## src/rtl/edge_arb_pkg.sv

```systemverilog
// Shared types and helpers for edge_event_arbiter: FSM states, size limits, round-robin pick.
package edge_arb_pkg;

  typedef enum logic {
    ST_IDLE,
    ST_HOLD
  } arb_state_t;

  localparam int MAX_CH    = 16;
  localparam int MAX_SRC   = 2 * MAX_CH;
  localparam int SRC_IDX_W = $clog2(MAX_SRC);

  // First requesting source after 'last', wrapping at n_src-1 -> 0; 'last' itself is checked last.
  function automatic int rr_next_grant(input logic [MAX_SRC-1:0] req, input int last,
                                       input int n_src);
    int  pick;
    int  idx;
    logic found;
    pick  = 0;
    found = 1'b0;
    for (int k = 1; k <= MAX_SRC; k++) begin
      idx = (last + k) % n_src;
      if (!found && (k <= n_src) && req[idx[SRC_IDX_W-1:0]]) begin
        pick  = idx;
        found = 1'b1;
      end
    end
    return pick;
  endfunction

endpackage

```

## src/rtl/edge_tick_cell.sv

```systemverilog
// One level channel: delay register plus rise/fall decode, combinational from the current level.
module edge_tick_cell (
  input  logic clk,
  input  logic reset,
  input  logic level,
  output logic rise,
  output logic fall
);

  logic delay_q;

  always_ff @(posedge clk or negedge reset) begin
    if (!reset) delay_q <= 1'b0;
    else        delay_q <= level;
  end

  assign rise = level & ~delay_q;
  assign fall = ~level & delay_q;

endmodule

```

## src/rtl/edge_event_arbiter.sv

```systemverilog
// Round-robin edge-event scheduler; pending -> evt_valid in one cycle, one event/clk, holds under ~evt_ready.
// EDGE_ARB_FALL_EN adds falling-edge sources (ch0-rise, ch0-fall, ch1-rise, ...).
module edge_event_arbiter
  import edge_arb_pkg::*;
#(
  parameter  int N_CH = 4,
  localparam int CH_W = $clog2(N_CH)
) (
  input  logic            clk,
  input  logic            reset,
  input  logic [N_CH-1:0] level,
  input  logic [N_CH-1:0] ch_en,
  input  logic            clr_overrun,
  output logic            evt_valid,
  input  logic            evt_ready,
  output logic [CH_W-1:0] evt_ch,
  output logic            evt_fall,
  output logic [N_CH-1:0] pending,
  output logic [N_CH-1:0] overrun
);

`ifdef EDGE_ARB_FALL_EN
  localparam int N_SRC = 2 * N_CH;
`else
  localparam int N_SRC = N_CH;
`endif
  localparam int SW = $clog2(N_SRC);

  logic [N_CH-1:0]  rise, fall;
  logic [N_SRC-1:0] src_edge, src_en;
  logic [N_SRC-1:0] pend_q, pend_nxt, ovr_q, ovr_nxt;
  logic [N_SRC-1:0] req, load_vec;
  logic [SW-1:0]    win_src, last_grant;
  logic             any_req, load;
  arb_state_t       state, state_nxt;

  for (genvar c = 0; c < N_CH; c++) begin : g_cell
    edge_tick_cell u_cell (
      .clk  (clk),
      .reset(reset),
      .level(level[c]),
      .rise (rise[c]),
      .fall (fall[c])
    );
  end

`ifdef EDGE_ARB_FALL_EN
  logic fall_q;

  always_comb begin
    src_edge = '0;
    src_en   = '0;
    pending  = '0;
    overrun  = '0;
    for (int c = 0; c < N_CH; c++) begin
      src_edge[2*c]   = rise[c];
      src_edge[2*c+1] = fall[c];
      src_en[2*c]     = ch_en[c];
      src_en[2*c+1]   = ch_en[c];
      pending[c]      = pend_q[2*c] | pend_q[2*c+1];
      overrun[c]      = ovr_q[2*c] | ovr_q[2*c+1];
    end
  end

  assign evt_fall = fall_q;
`else
  logic unused_fall;

  assign src_edge    = rise;
  assign src_en      = ch_en;
  assign pending     = pend_q;
  assign overrun     = ovr_q;
  assign evt_fall    = 1'b0;
  assign unused_fall = ^fall;
`endif

  assign req      = pend_q & src_en;
  assign any_req  = |req;
  assign win_src  = SW'(rr_next_grant(MAX_SRC'(req), int'(last_grant), N_SRC));
  assign load_vec = load ? (N_SRC'(1) << win_src) : '0;

  // A fresh edge on the source being loaded re-arms it; overrun only when the old event is still waiting.
  assign pend_nxt = src_en & (src_edge | (pend_q & ~load_vec));
  assign ovr_nxt  = (ovr_q & {N_SRC{~clr_overrun}}) | (src_en & src_edge & pend_q & ~load_vec);

  always_comb begin
    state_nxt = state;
    load      = 1'b0;
    case (state)
      ST_IDLE: begin
        if (any_req) begin
          load      = 1'b1;
          state_nxt = ST_HOLD;
        end
      end
      ST_HOLD: begin
        if (evt_ready) begin
          if (any_req) load = 1'b1;
          else         state_nxt = ST_IDLE;
        end
      end
      default: state_nxt = ST_IDLE;
    endcase
  end

  assign evt_valid = (state == ST_HOLD);

  always_ff @(posedge clk or negedge reset) begin
    if (!reset) begin
      state      <= ST_IDLE;
      pend_q     <= '0;
      ovr_q      <= '0;
      last_grant <= SW'(N_SRC - 1);
      evt_ch     <= '0;
`ifdef EDGE_ARB_FALL_EN
      fall_q     <= 1'b0;
`endif
    end else begin
      state  <= state_nxt;
      pend_q <= pend_nxt;
      ovr_q  <= ovr_nxt;
      if (load) begin
        last_grant <= win_src;
`ifdef EDGE_ARB_FALL_EN
        evt_ch     <= win_src[SW-1:1];
        fall_q     <= win_src[0];
`else
        evt_ch     <= win_src;
`endif
      end
    end
  end

endmodule

```

## config.mk

```make
export PLATFORM = sky130hd
export DESIGN_NAME = edge_event_arbiter
export DESIGN_NICKNAME = d
export VERILOG_FILES = /design/src/rtl/edge_arb_pkg.sv /design/src/rtl/edge_tick_cell.sv /design/src/rtl/edge_event_arbiter.sv
export SDC_FILE = /design/constraint.sdc
export NUM_CORES = 1
export LEC_CHECK = 0
export CORE_MARGIN = 1
export CORE_UTILIZATION = 35
export CTS_CLUSTER_DIAMETER = 50
export DETAILED_ROUTE_END_ITERATION = 8
export DONT_BUFFER_PORTS = 1
export PLACE_DENSITY = 0.55
export SETUP_SLACK_MARGIN = 0.02
export SYNTH_ARGS = -nofsm -noshare
export SYNTH_HDL_FRONTEND = slang
export SYNTH_SLANG_ARGS = --single-unit
```

## constraint.sdc

```tcl
create_clock -name clk -period 2.4 [get_ports clk]
set_input_delay 0.48 -clock clk [delete_from_list [all_inputs] [get_ports clk]]
set_output_delay 0.48 -clock clk [all_outputs]
set_load 0.05 [all_outputs]
```

==> results.md <==
* Crit path from: evt_valid$_DFF_PN0_
* Synth unique cells at 31
* Die Width at 49.1 um
* Final cycle utilization of the critical path at 74.2%
* DRT Pass-1 Iters at 4
* Crit path max fanout at 4
* Largest delay share family, worst path: simple AND/OR/NAND/NOR gates
* RR Endpoint: overrun[3]$_DFF_PN0_
* H-tree levels at 1
* Die Span Y at 49.1 um
* Logic gate share of total power at 17.8%
* Vias in the first global route at 639
* RSZ-0062 raised after global routing: false
* Share of cells above drive strength 1 at 15.3%
* Internal power at 0.446 mW
* Slew HR at 54.4%
* FF-to-FF setup slack at 620 ps
* Max Root-Sink Buffers at 2
* Mapped cell area at 777 um^2
* Synth Register Bits at 17
* Area Overhead vs Synth at 13.2%
* Class of the most critical hold timing path: primary input to register
* Total of max-cap violations at 0
* Die area at 2410 um^2
* Worst reg2reg path depth at 4
* Worst slew pin tran at 681 ps
* Slowest cell on crit path: dfrtp_1
* Io pins at 24
* Crit. End Element: register
* Row cnt at 16
* Initial antenna violation count at 0
* Pwr/cell area at 817 nW/um^2
* Slew Limit Fails at 0
* Net Switching at 0.272 mW
* Via count at 633
* Register area at 428 um^2
* Sw Ratio at 37.9%
* Clock share of power at 21.4%
* Skew final at 2.15 ps
* Post-layout min period at 1780 ps
* Cts bufs inserted at 3
* Outcome: finished clean
* Sequential fraction of design power at 60.8%
* Required time of the critical path at 2590 ps
* Worst Setup EP: overrun[3]$_DFF_PN0_
* Port Buffer Count at 0
* DP HPWL at 1.24 mm
* First-pass GRT wire length at 2.99 mm
* CP Depth at 4
* Worst Path Buf+Inv at 0
* Routability cong. at 0.784
* Cells along the critical path: nor2b_1 -> or4_4 -> nor2b_2 -> o22ai_1
* Via-to-Cell Ratio at 5.65
* Max incr delay on CP at 580 ps
* CTS tree: done
* Initial Utilization at 38.4%
* Root buf cell: clkbuf_4
* Area of the multi-input gates at 323 um^2
* Clk_lat worst skew at 300 ps
* Final Cell Area at 880 um^2
* # nets final at 98
* CTS clk-pin slew, worst paths at 90 ps
* Fillcell total at 208
* Worst vdd ir at 0.000328 V
* Final setup vio count at 0
* Endpoints failing hold at 0
* Avg Inst Size Synth at 10.2 um^2
* CTS resizes at 0
* # diodes at 0
* Reg2reg start: evt_valid$_DFF_PN0_
* Critical Path Source Type: register
* Cell leakage power at 0.379 nW
* Placed cell areas at 833 um^2
* Num Clock Sinks at 17
* Setup CP Type: register to register
* HP Start: level[0]
* Fmax at 0.562 GHz
* WP data arrival at 1970 ps
* Tot GR Track Use at 16.9%
* Yosys warning total at 0
* Final WL at 1.73 mm
* TNS Setup at 0 ps
* Largest net degree at the start of global routing at 16
* Sequential area share after synthesis at 55.1%
* GRT overflow at 0
* Core area at 2020 um^2
* Syn Nets at 88
* Synth Instances at 76
* Routed len/inst at 15.4 um
* Initial DRC count at 30
* ANT nets after route at 0
* Remaining DRCs at 0
-- stage by stage --
stage          std cells  power, mW  util (%)  setup slack [ps]  hold WS, ps
2_1_floorplan         76      0.529         -               492          184
3_3_place_gp         106      0.560      41.2               638          185
3_5_place_dp         106      0.562      41.2               627          185
4_1_cts              111      0.723      43.0               612         1.69
5_1_grt              112      0.760      43.5               548          174
6_report             112      0.718      43.5               620          199
-- logic make-up after synthesis --
logic type      after synthesis  share of synthesized area, %
simple gates                 34                          23.8
other cells                   1                         0.483
flops                        17                          55.1
compound gates               18                          17.2
buf+inv                       6                          3.38
-- worst min path at each step --
stage	cells past startpoint	to	slack [ps]
6_report	0	g_cell[0].u_cell.delay_q$_DFF_PN0_	200
3_5_place_dp	0	overrun[3]$_DFF_PN0_	180
2_1_floorplan	0	evt_ch[0]$_DFFE_PN0P_	180
3_3_place_gp	0	overrun[3]$_DFF_PN0_	180
4_1_cts	0	last_grant[0]$_DFFE_PN1P_	2
5_1_grt	0	g_cell[2].u_cell.delay_q$_DFF_PN0_	170
-- cells in the mapped netlist --
library cell  count  area (um^2)
o2111ai_1         1         8.76
nand2b_1          3         18.8
or4_4             1         11.3
dfstp_2           2         52.6
nand2_1           8         30.0
a21boi_1          1         7.51
inv_1             5         18.8
nand4b_1          2         17.5
nor2b_2           1         8.76
nand3_1           4         20.0
nor2_1            7         26.3
o21ai_1           2         10.0
o31a_1            1         8.76
a22oi_1           1         7.51
o21bai_2          1         11.3
o211a_1           1         10.0
nor2b_1           3         18.8
a31oi_1           1         6.26
a32o_1            1         10.0
nand4_1           2         12.5
o21ai_0           2         10.0
a311oi_1          1         8.76
nor3b_1           1         7.51
nand3b_1          1         7.51
dfrtp_1          15          375
conb_1            1         3.75
o22ai_1           3         18.8
buf_4             1         7.51
o31ai_1           1         7.51
o32ai_1           1         8.76
nand2_2           1         6.26
-- routing by layer --
| metal | part of all wire [%] | global-route usage (%) | routed length, um | vias to the layer above |
|---|---|---|---|---|
| met5 | 0 | 0 | 0 | - |
| met4 | 2.1 | 7.35 | 37 | 0 |
| met3 | 9.1 | 7.17 | 157 | 5 |
| met2 | 46 | 26.7 | 790 | 30 |
| met1 | 43 | 19.9 | 739 | 307 |
| li1 | - | - | - | 291 |
-- layout by cell type, fill, tap and decap left out, drive strengths merged, types with 2 or more instances in the layout --
| cell type | instances |
|---|---|
| buf | 4 |
| clkbuf | 4 |
| dfrtp | 15 |
| dfstp | 2 |
| dlygate4sd3 | 2 |
| inv | 5 |
| nand2 | 9 |
| nand2b | 3 |
| nand3 | 4 |
| nand4 | 2 |
| nand4b | 2 |
| nor2 | 7 |
| nor2b | 4 |
| o21ai | 4 |
| o22ai | 3 |
-- sequential cells by signal, indices dropped and copies added, names as in the netlist --
| name | flops |
|---|---|
| overrun | 4 |
| last_grant | 2 |
| evt_ch | 2 |
| g_cell.u_cell.delay_q | 4 |
| evt_valid | 1 |
| pending | 4 |
-- what timing repair did --
action	CTS	global route
endpoints found under the hold margin	15	2
endpoints found under the setup margin	0	0
hold buffers	1	1
buffers inserted	0	0
-- layout make-up --
cell class                      count  share of cell area, %
Sequential cell                    17                   48.6
Multi-Input combinational cell     53                   36.7
Timing Repair Buffer                6                   5.69
Tap cell                           27                   3.84
Clock buffer                        4                   2.99
Inverter                            5                   2.13
-- power groups by stage --
stage | sequential [mW] | combinational [mW] | clock [mW]
after global placement | 0.442 | 0.118 | 0
after global routing | 0.443 | 0.143 | 0.174
after CTS | 0.437 | 0.126 | 0.160
after detailed placement | 0.443 | 0.119 | 0
after floorplan | 0.452 | 0.0771 | 0
final | 0.437 | 0.128 | 0.154
No activity file was read; power rests on OpenSTA's default activity.
